**config.mk**
```make
export PLATFORM = sky130hd
export DESIGN_NAME = timer_bank
export DESIGN_NICKNAME = d
export VERILOG_FILES = /design/src/rtl/timer_bank.sv
export SDC_FILE = /design/constraint.sdc
export NUM_CORES = 1
export LEC_CHECK = 0
export ABC_AREA = 0
export CAP_MARGIN = 20
export CORE_MARGIN = 2
export CORE_UTILIZATION = 62
export CTS_CLUSTER_SIZE = 40
export DETAILED_ROUTE_END_ITERATION = 8
export PLACE_DENSITY_LB_ADDON = 0.25
export SYNTH_ARGS = -nofsm -noshare
export SYNTH_HDL_FRONTEND = slang
export SYNTH_SLANG_ARGS = --single-unit
```
**constraint.sdc**
```tcl
create_clock -name clk -period 2.75 [get_ports clk]
set_input_delay 0.4125 -clock clk [delete_from_list [all_inputs] [get_ports clk]]
set_output_delay 0.4125 -clock clk [all_outputs]
set_load 0.01 [all_outputs]
```
**src/rtl/timer_bank.sv**
```systemverilog
`default_nettype none
// ============================================================================
//  Module      : timer_bank
//  Description : Bank of CHANNELS down-counting timers that share one free-
//                running tick prescaler. Each channel has COUNT, RELOAD, CTRL
//                and STATUS registers on the 16-bit peripheral bus, one-shot
//                or auto-reload operation and a per-channel expiry flag. The
//                enabled flags are ORed onto a single interrupt line.
//  Revision    : 1.0 - initial release
// ============================================================================
module timer_bank #(
  parameter int CLOCK_FREQUENCY  = 50_000_000,
  parameter int TICKS_PER_SECOND = 1000,
  parameter int CHANNELS         = 4,
  parameter int WIDTH            = 16,
  localparam int CH_BITS         = (CHANNELS > 1) ? $clog2(CHANNELS) : 1
) (
  input  logic               clk,
  input  logic               rst_n,
  input  logic               en,
  input  logic               wr_en,
  input  logic [CH_BITS+1:0] addr,
  input  logic [15:0]        data_in,
  output logic [15:0]        data_out,
  output logic               irq
);

  localparam int c_prescale_max = CLOCK_FREQUENCY / TICKS_PER_SECOND - 1;
  localparam int c_ps_w         = (c_prescale_max > 0) ? $clog2(c_prescale_max + 1) : 1;

  localparam logic [1:0] c_reg_count  = 2'd0;
  localparam logic [1:0] c_reg_reload = 2'd1;
  localparam logic [1:0] c_reg_ctrl   = 2'd2;
  localparam logic [1:0] c_reg_status = 2'd3;

  logic [c_ps_w-1:0]  r_prescale;
  logic               w_tick;
  logic [CH_BITS-1:0] w_ch;
  logic [1:0]         w_reg;
  logic [15:0]        w_rd [CHANNELS];
  logic [CHANNELS-1:0] w_irq_vec;

  assign w_ch  = addr[CH_BITS+1:2];
  assign w_reg = addr[1:0];

  // Free-running prescaler; bus activity never restarts it.
  always_ff @(posedge clk or negedge rst_n) begin
    if (!rst_n) begin
      r_prescale <= c_ps_w'(c_prescale_max);
    end else if (r_prescale == '0) begin
      r_prescale <= c_ps_w'(c_prescale_max);
    end else begin
      r_prescale <= r_prescale - c_ps_w'(1);
    end
  end

  assign w_tick = (r_prescale == '0);

  for (genvar i = 0; i < CHANNELS; i++) begin : g_ch
    logic [WIDTH-1:0] r_count;
    logic [WIDTH-1:0] r_reload;
    logic             r_run;
    logic             r_auto;
    logic             r_irq_en;
    logic             r_expired;
    logic             w_sel;
    logic             w_wr_count;
    logic             w_fire;
    logic             w_expire_set;

    assign w_sel        = en && wr_en && (w_ch == CH_BITS'(i));
    assign w_wr_count   = w_sel && (w_reg == c_reg_count);
    // Terminal count reached on a tick; a COUNT write in the same cycle cancels it.
    assign w_fire       = w_tick && r_run && (r_count == WIDTH'(1));
    assign w_expire_set = w_fire && !w_wr_count;

    // COUNT: bus write has priority over the tick-driven decrement/reload.
    always_ff @(posedge clk or negedge rst_n) begin
      if (!rst_n) begin
        r_count <= '0;
      end else if (w_wr_count) begin
        r_count <= data_in[WIDTH-1:0];
      end else if (w_tick && r_run) begin
        if (r_count > WIDTH'(1)) begin
          r_count <= r_count - WIDTH'(1);
        end else if (w_fire) begin
          r_count <= r_auto ? r_reload : '0;
        end
      end
    end

    // RELOAD and CTRL registers; a tick this cycle still sees the old CTRL.
    always_ff @(posedge clk or negedge rst_n) begin
      if (!rst_n) begin
        r_reload <= '0;
        r_run    <= 1'b0;
        r_auto   <= 1'b0;
        r_irq_en <= 1'b0;
      end else begin
        if (w_sel && (w_reg == c_reg_reload)) begin
          r_reload <= data_in[WIDTH-1:0];
        end
        if (w_sel && (w_reg == c_reg_ctrl)) begin
          r_run    <= data_in[0];
          r_auto   <= data_in[1];
          r_irq_en <= data_in[2];
        end
      end
    end

    // Expiry flag: write-1-to-clear, a simultaneous new expiry wins.
    always_ff @(posedge clk or negedge rst_n) begin
      if (!rst_n) begin
        r_expired <= 1'b0;
      end else if (w_expire_set) begin
        r_expired <= 1'b1;
      end else if (w_sel && (w_reg == c_reg_status) && data_in[0]) begin
        r_expired <= 1'b0;
      end
    end

    // Per-channel read word, zero-extended to the bus width.
    always_comb begin
      w_rd[i] = '0;
      case (w_reg)
        c_reg_count:  w_rd[i] = 16'(r_count);
        c_reg_reload: w_rd[i] = 16'(r_reload);
        c_reg_ctrl:   w_rd[i] = {13'b0, r_irq_en, r_auto, r_run};
        default:      w_rd[i] = {15'b0, r_expired};
      endcase
    end

    assign w_irq_vec[i] = r_expired & r_irq_en;
  end

  // Channel select for reads; indices with no channel return zero.
  always_comb begin
    data_out = '0;
    for (int k = 0; k < CHANNELS; k++) begin
      if (w_ch == CH_BITS'(k)) begin
        data_out = w_rd[k];
      end
    end
  end

  assign irq = |w_irq_vec;

endmodule
`default_nettype wire

```
==> summary.txt, run 1 <==
Run status
  – Status: finished, violations left
  – Failing checks: DRC

CTS
  – Sink Count: 160
  – H-tree Lvls: 4
  – Total CTS buffers: 17
  – Clk root buf: clkbuf_16
  – Worst-Skew Late Latency: 0.44 ns
  – Post CTS Setup Buffer Count: 0
  – CTS tree: done
  – Clk pin slew, worst setup/hold paths: 0.06 ns
  – Clock buffer depth: 2

Yosys
  – Area contributors post-synth: dfrtp_1, mux2_2, nor2_1
  – Mean Syn Cell Area: 9.22 sq um
  – Post-synth ARST share: 100%
  – Top FF cell, synth: dfrtp_1
  – Post-synthesis sequential area ratio: 40.1%
  – Mapped Nets: 1120
  – Yosys cell types: 65
  – Synthesis Warnings: 0
  – Synth area leader: dfrtp_1
  – Mapped Area: 0.0100 sq mm
  – EDFF count, synth: 0
  – Cells after Synth: 1086
  – FF+latch count, synth: 160
  – Area fraction of the dominant cell type after synthesis: 37.8%

Worst setup path
  – Max stage delay on crit path: 0.48 ns
  – Crit path DAT: 2.30 ns
  – CP Class: flop to output pin
  – Reg2Reg Depth: 6
  – Crit path required time: 2.34 ns
  – Crit-path cells: mux2_2, a221oi_2, a21oi_1, a21oi_2, a211oi_1, clkdlybuf4s50_1
  – Critical path depth: 6
  – Worst path slowest cell: clkdlybuf4s50_1
  – Crit Path Max Fanout: 3
  – Critical path launch point type: flop
  – Crit end category: output pin
  – Largest delay contributor family on the critical path: compound AO/OA/AOI/OAI gates
  – Buf/Inv on CP: 1

Die
  – Core footprint: 0.0158 sq mm
  – Die H: 131 um
  – # IOs: 41
  – Die area: 0.0172 sq mm
  – # rows: 46
  – Initial Util: 63.2%
  – Horiz. Die Dim: 131 um

Global routing
  – Congestion Overflow GR: 0
  – Total GRT Usage: 40.7%
  – Largest net degree at the start of global routing: 58
  – Antenna violations before repair: 1
  – First-pass GRT wire length: 51600 um
  – Number of global-route vias before repair: 8832

Route
  – First-pass DRT Iterations: 9
  – DR WL/cell: 23.8 um
  – Vias: 9402
  – Number of routed nets with antenna violations: 0
  – Vias per inst: 6.74
  – 1st-iter DRT viols: 1152
  – Number of remaining DRC errors: 8
  – Routed WL: 33300 um

Timing
  – Clock period minus worst slack: 2.71 ns
  – Fmax: 0.369 GHz
  – Rel. slew slack: 46.8%
  – Least-Margin Pin Slew: 0.795 ns
  – Final setup viols: 0
  – Hold Vio Cnt, Final: 0
  – RSZ-0062 raised after global routing: no
  – Clock Skew: 0.0107 ns
  – Final Cycle Share: 98.7%
  – Pins Over Slew Limit: 0
  – Worst setup margin: 0.0369 ns

Final layout
  – Commonest non-fill, non-tap cells in the layout: dfrtp_1, nor2_1, nand2_1
  – Area Overhead vs Synth: 18.0%
  – Finished Core Util: 74.6%
  – Most common cell after layout, fill and taps aside: dfrtp_1
  – Share of cells above drive strength 1: 22.3%
  – Fin nets: 1199

Pwr
  – Leak pwr: 5.01 nW
  – PnR Total Power: 7.62 mW
  – Maximum vdd drop: 0.485 mV
  – Pwr/cell area: 645 mW/mm^2

Placement
  – PortBufs: 40
  – GPL Wtd Cong: 1.02
  – Final HPWL DP: 23600 um
  – Dpl ws: -0.283 ns

Hold path
  – Hold Crit Class: flop to flop
  – Hold path cells: 1

Job
  – Total of max-cap violations: 0
cells in the mapped netlist (20+ instances only):
cell / number
dfrtp_1: 151
nor2_1: 131
nand2_1: 102
mux2_2: 84
o21ai_0: 67
clkbuf_1: 54
a21oi_1: 53
a31oi_1: 38
xnor2_1: 32
nand3_1: 25
nor3_1: 24
mux2i_1: 22
a22oi_1: 21
xor2_1: 21
and3_1: 20
nor4_1: 20
layer usage:
layer  track usage [%]  routed length (um)  share of wire, %
met1              55.7               13600                41
met2              63.6               15200                46
met3              8.28                3030               9.1
met4              16.5                1480               4.4
met5                 0                   0                 0
worst reg2reg max path, cell delays in order, from the launching register on:
cell	delay, ns
dfrtp_1	0.43
or4_4	0.58
or3_1	0.37
or4_4	0.45
nand3_1	0.40
a21oi_1	0.14
o22ai_1	0.15
timing repair:
action,4_1_cts,5_1_grt
pin swaps,0,0
endpoints found under the setup margin,16,9
resized for setup,13,12
hold buffers,1,0
endpoints found under the hold margin,47,0
power breakdown:
group,internal (mW),switching (mW),total [mW],leakage (nW)
Sequential,2.76,0.620,3.38,1.96
Combinational,0.934,0.975,1.91,2.77
Clock,1.32,1.01,2.33,0.273
per-stage QoR:
stage               cell area (sq um)  TNS [ns]  std cells  hold WS, ns
floorplan                       10000         0       1086        0.117
detailed placement              11200     -2.86       1361        0.416
global placement                11200     -2.80       1361        0.410
finish                          11800         0       1395        0.453
global route                    11800         0       1394        0.472
CTS                             11800   -0.0260       1394        0.455
sequential cells by signal, summed over array words and instances, names as in the netlist:
name	flops
g_ch.r_count	64
g_ch.r_expired	4
g_ch.r_irq_en	4
g_ch.r_auto	4
g_ch.r_reload	64
g_ch.r_run	4
r_prescale	16
final cells by class:
type,count,area [sq um]
multi-input combinational,837,5670
sequential,160,4020
fill,1158,4010
timing repair buffer,135,1220
clock buffer,23,510
tap,216,270
clock inverter,9,70.1
inverter,14,52.6
antenna,1,2.50
path summary, 6_finish.rpt:
kind / slack, ns / startpoint / endpoint
setup / recovery: 0.04 / g_ch[1].r_reload[9]$_DFFE_PN0P_ / data_out[9]
hold / removal: 0.45 / r_prescale[0]$_DFF_PN1_ / r_prescale[0]$_DFF_PN1_
setup reg to reg: 0.13 / g_ch[2].r_count[12]$_DFFE_PN0P_ / g_ch[2].r_count[8]$_DFFE_PN0P_
hold reg to reg: 0.45 / r_prescale[0]$_DFF_PN1_ / r_prescale[0]$_DFF_PN1_
max in group asynchronous: 1.54 / rst_n / g_ch[2].r_expired$_DFFE_PN0P_
min in group asynchronous: 0.50 / rst_n / r_prescale[5]$_DFF_PN0_
kinds of logic (layout without fill, tap and decap cells):
family | after synthesis | after routing | share of synthesized area, %
muxes | 119 | 119 | 14.6
other | 0 | 1 | 0
xor gates and xnor gates | 53 | 53 | 4.64
DFF | 160 | 160 | 40.1
AOI/OAI and AO/OA | 270 | 270 | 17.2
buffers and inverters | 89 | 181 | 3.67
adders and majority gates | 10 | 10 | 1.25
and+or+nand+nor | 385 | 385 | 18.5
No activity file was read; power rests on OpenSTA's default activity.
==> run 2: changes to the inputs <==
CORE_UTILIZATION = 35   (was 62)
==> run 2 against run 1 <==
The flow now finishes without violations. Clock skew is 0.00080 ns higher. Non-clock buffer count is 16 higher. Largest power group unchanged. Sequential share of layout area is 1.1 points lower. Via count is 2.9% lower. Critical path type is now primary input to output pin.
==> summary.txt, run 2 (synthesis gave the netlist of run 1 again) <==
CTS
  – H-tree Lvls: 4
  – Clk root buf: clkbuf_16
  – Clk pin slew, worst setup/hold paths: 0.07 ns
  – Clock buffer depth: 2
  – Sink Count: 160
  – CTS tree: done
  – Worst-Skew Late Latency: 0.44 ns
  – Total CTS buffers: 17

Route
  – 1st-iter DRT viols: 928
  – Vias per inst: 5.81
  – Vias: 9133
  – First-pass DRT Iterations: 5
  – Number of routed nets with antenna violations: 0
  – DR WL/cell: 23.0 um
  – Routed WL: 36200 um
  – Number of remaining DRC errors: 0

Placement
  – Dpl ws: -0.266 ns
  – Final HPWL DP: 26200 um
  – GPL Wtd Cong: 0.983
  – PortBufs: 40
  – Inst Count DP: 1535
  – Placed Area: 0.0115 sq mm

Final layout
  – Share of cells above drive strength 1: 23.7%
  – Finished Core Util: 43.7%
  – Ant. Diodes: 0
  – Fin nets: 1215
  – Fin area: 0.0122 sq mm
  – Largest regs: g_ch.r_count: 64 flops, g_ch.r_reload: 64 flops, r_prescale: 16 flops
  – Most common cell after layout, fill and taps aside: dfrtp_1
  – Commonest non-fill, non-tap cells in the layout: dfrtp_1, nor2_1, nand2_1
  – Area Overhead vs Synth: 21.9%
  – Cell Count, Final, Fillers Out: 1572

Timing
  – RSZ-0062 raised after global routing: no
  – Hold Vio Cnt, Final: 0
  – Worst setup margin: 0.0556 ns
  – Final Cycle Share: 98.0%
  – Clock period minus worst slack: 2.69 ns
  – Pins Over Slew Limit: 0
  – Rel. slew slack: 39.6%
  – Fmax: 0.371 GHz
  – Clock Skew: 0.0115 ns
  – Final setup viols: 0
  – Least-Margin Pin Slew: 0.903 ns

Worst setup path
  – CP Class: primary input to output pin
  – Critical path launch point type: primary input
  – Crit end category: output pin
  – Crit path DAT: 2.28 ns
  – Crit path required time: 2.34 ns
  – Crit Path Max Fanout: 11

Die
  – # rows: 61
  – # IOs: 41
  – Die area: 0.0300 sq mm
  – Horiz. Die Dim: 173 um
  – Die H: 173 um
  – Initial Util: 35.8%
  – Core footprint: 0.0279 sq mm

Pwr
  – PnR Total Power: 7.75 mW
  – Leak pwr: 5.07 nW
  – Maximum vdd drop: 0.403 mV
  – Pwr/cell area: 636 mW/mm^2

Hold path
  – Hold Crit Class: primary input to async pin

Global routing
  – Antenna violations before repair: 2
  – Total GRT Usage: 24.4%
  – Number of global-route vias before repair: 8710
  – First-pass GRT wire length: 55500 um
  – Largest net degree at the start of global routing: 86
  – Congestion Overflow GR: 0

Run status
  – Status: finished clean

Job
  – Total of max-cap violations: 0
## run 2: worst paths after layout
kind                                           from                               to  slack [ns]  depth (start not counted)
max                                         addr[1]                      data_out[1]        0.06                          8
min                                           rst_n          r_prescale[7]$_DFF_PN0_        0.45                          2
max reg2reg                r_prescale[10]$_DFF_PN0_  g_ch[3].r_count[15]$_DFFE_PN0P_        0.17                          7
min reg2reg                 r_prescale[0]$_DFF_PN1_          r_prescale[0]$_DFF_PN1_        0.46                          1
max in group asynchronous                     rst_n  g_ch[0].r_count[10]$_DFFE_PN0P_        1.46                          3
min in group clk            r_prescale[0]$_DFF_PN1_          r_prescale[0]$_DFF_PN1_        0.46                          1
## run 2: per-layer routing
layer  GRT usage (%)  vias up  part of all wire, %
li1                -     4200                    -
met1            35.0     4554                   46
met2            36.8      331                   45
met3            4.38       48                  6.7
met4            8.79        0                  3.0
met5               0        -                    0
## run 2: final cells by class
| cell class | count | area, sq um |
|---|---|---|
| clock buffer | 20 | 500 |
| clock inverter | 12 | 109 |
| fill | 2740 | 15700 |
| inverter | 14 | 52.6 |
| multi-input combinational | 837 | 5670 |
| sequential | 160 | 4020 |
| tap | 378 | 473 |
| timing repair buffer | 151 | 1370 |
## run 2: repair_timing
item | 4_1_cts | 5_1_grt
hold buffers | 1 | 0
setup buffers | 0 | 4
endpoints found under the hold margin | 31 | 0
cloned | 0 | 0
endpoints found under the setup margin | 15 | 10
gates resized for setup | 18 | 16
pin swaps | 1 | 3
## run 2: worst max-delay path, cell delays in order
cell	delay (ns)
clkdlybuf4s50_1	0.52
buf_12	0.16
nor2b_1	0.18
buf_4	0.15
a21oi_1	0.07
a21oi_1	0.22
o2111a_1	0.27
dlygate4sd2_1	0.29
## run 2: power breakdown
part	internal [mW]	switching, mW	total, mW	leakage, nW
Clock	1.35	1.08	2.44	0.298
Combinational	0.941	1.03	1.97	2.81
Sequential	2.76	0.585	3.35	1.96
Total	5.05	2.70	7.75	5.07
## run 2: through the flow
stage	hold slack [ns]	TNS [ns]
3_5_place_dp	0.350	-2.36
4_1_cts	0.446	0
2_1_floorplan	0.117	0
6_report	0.446	0
3_3_place_gp	0.348	-2.43
5_1_grt	0.468	0
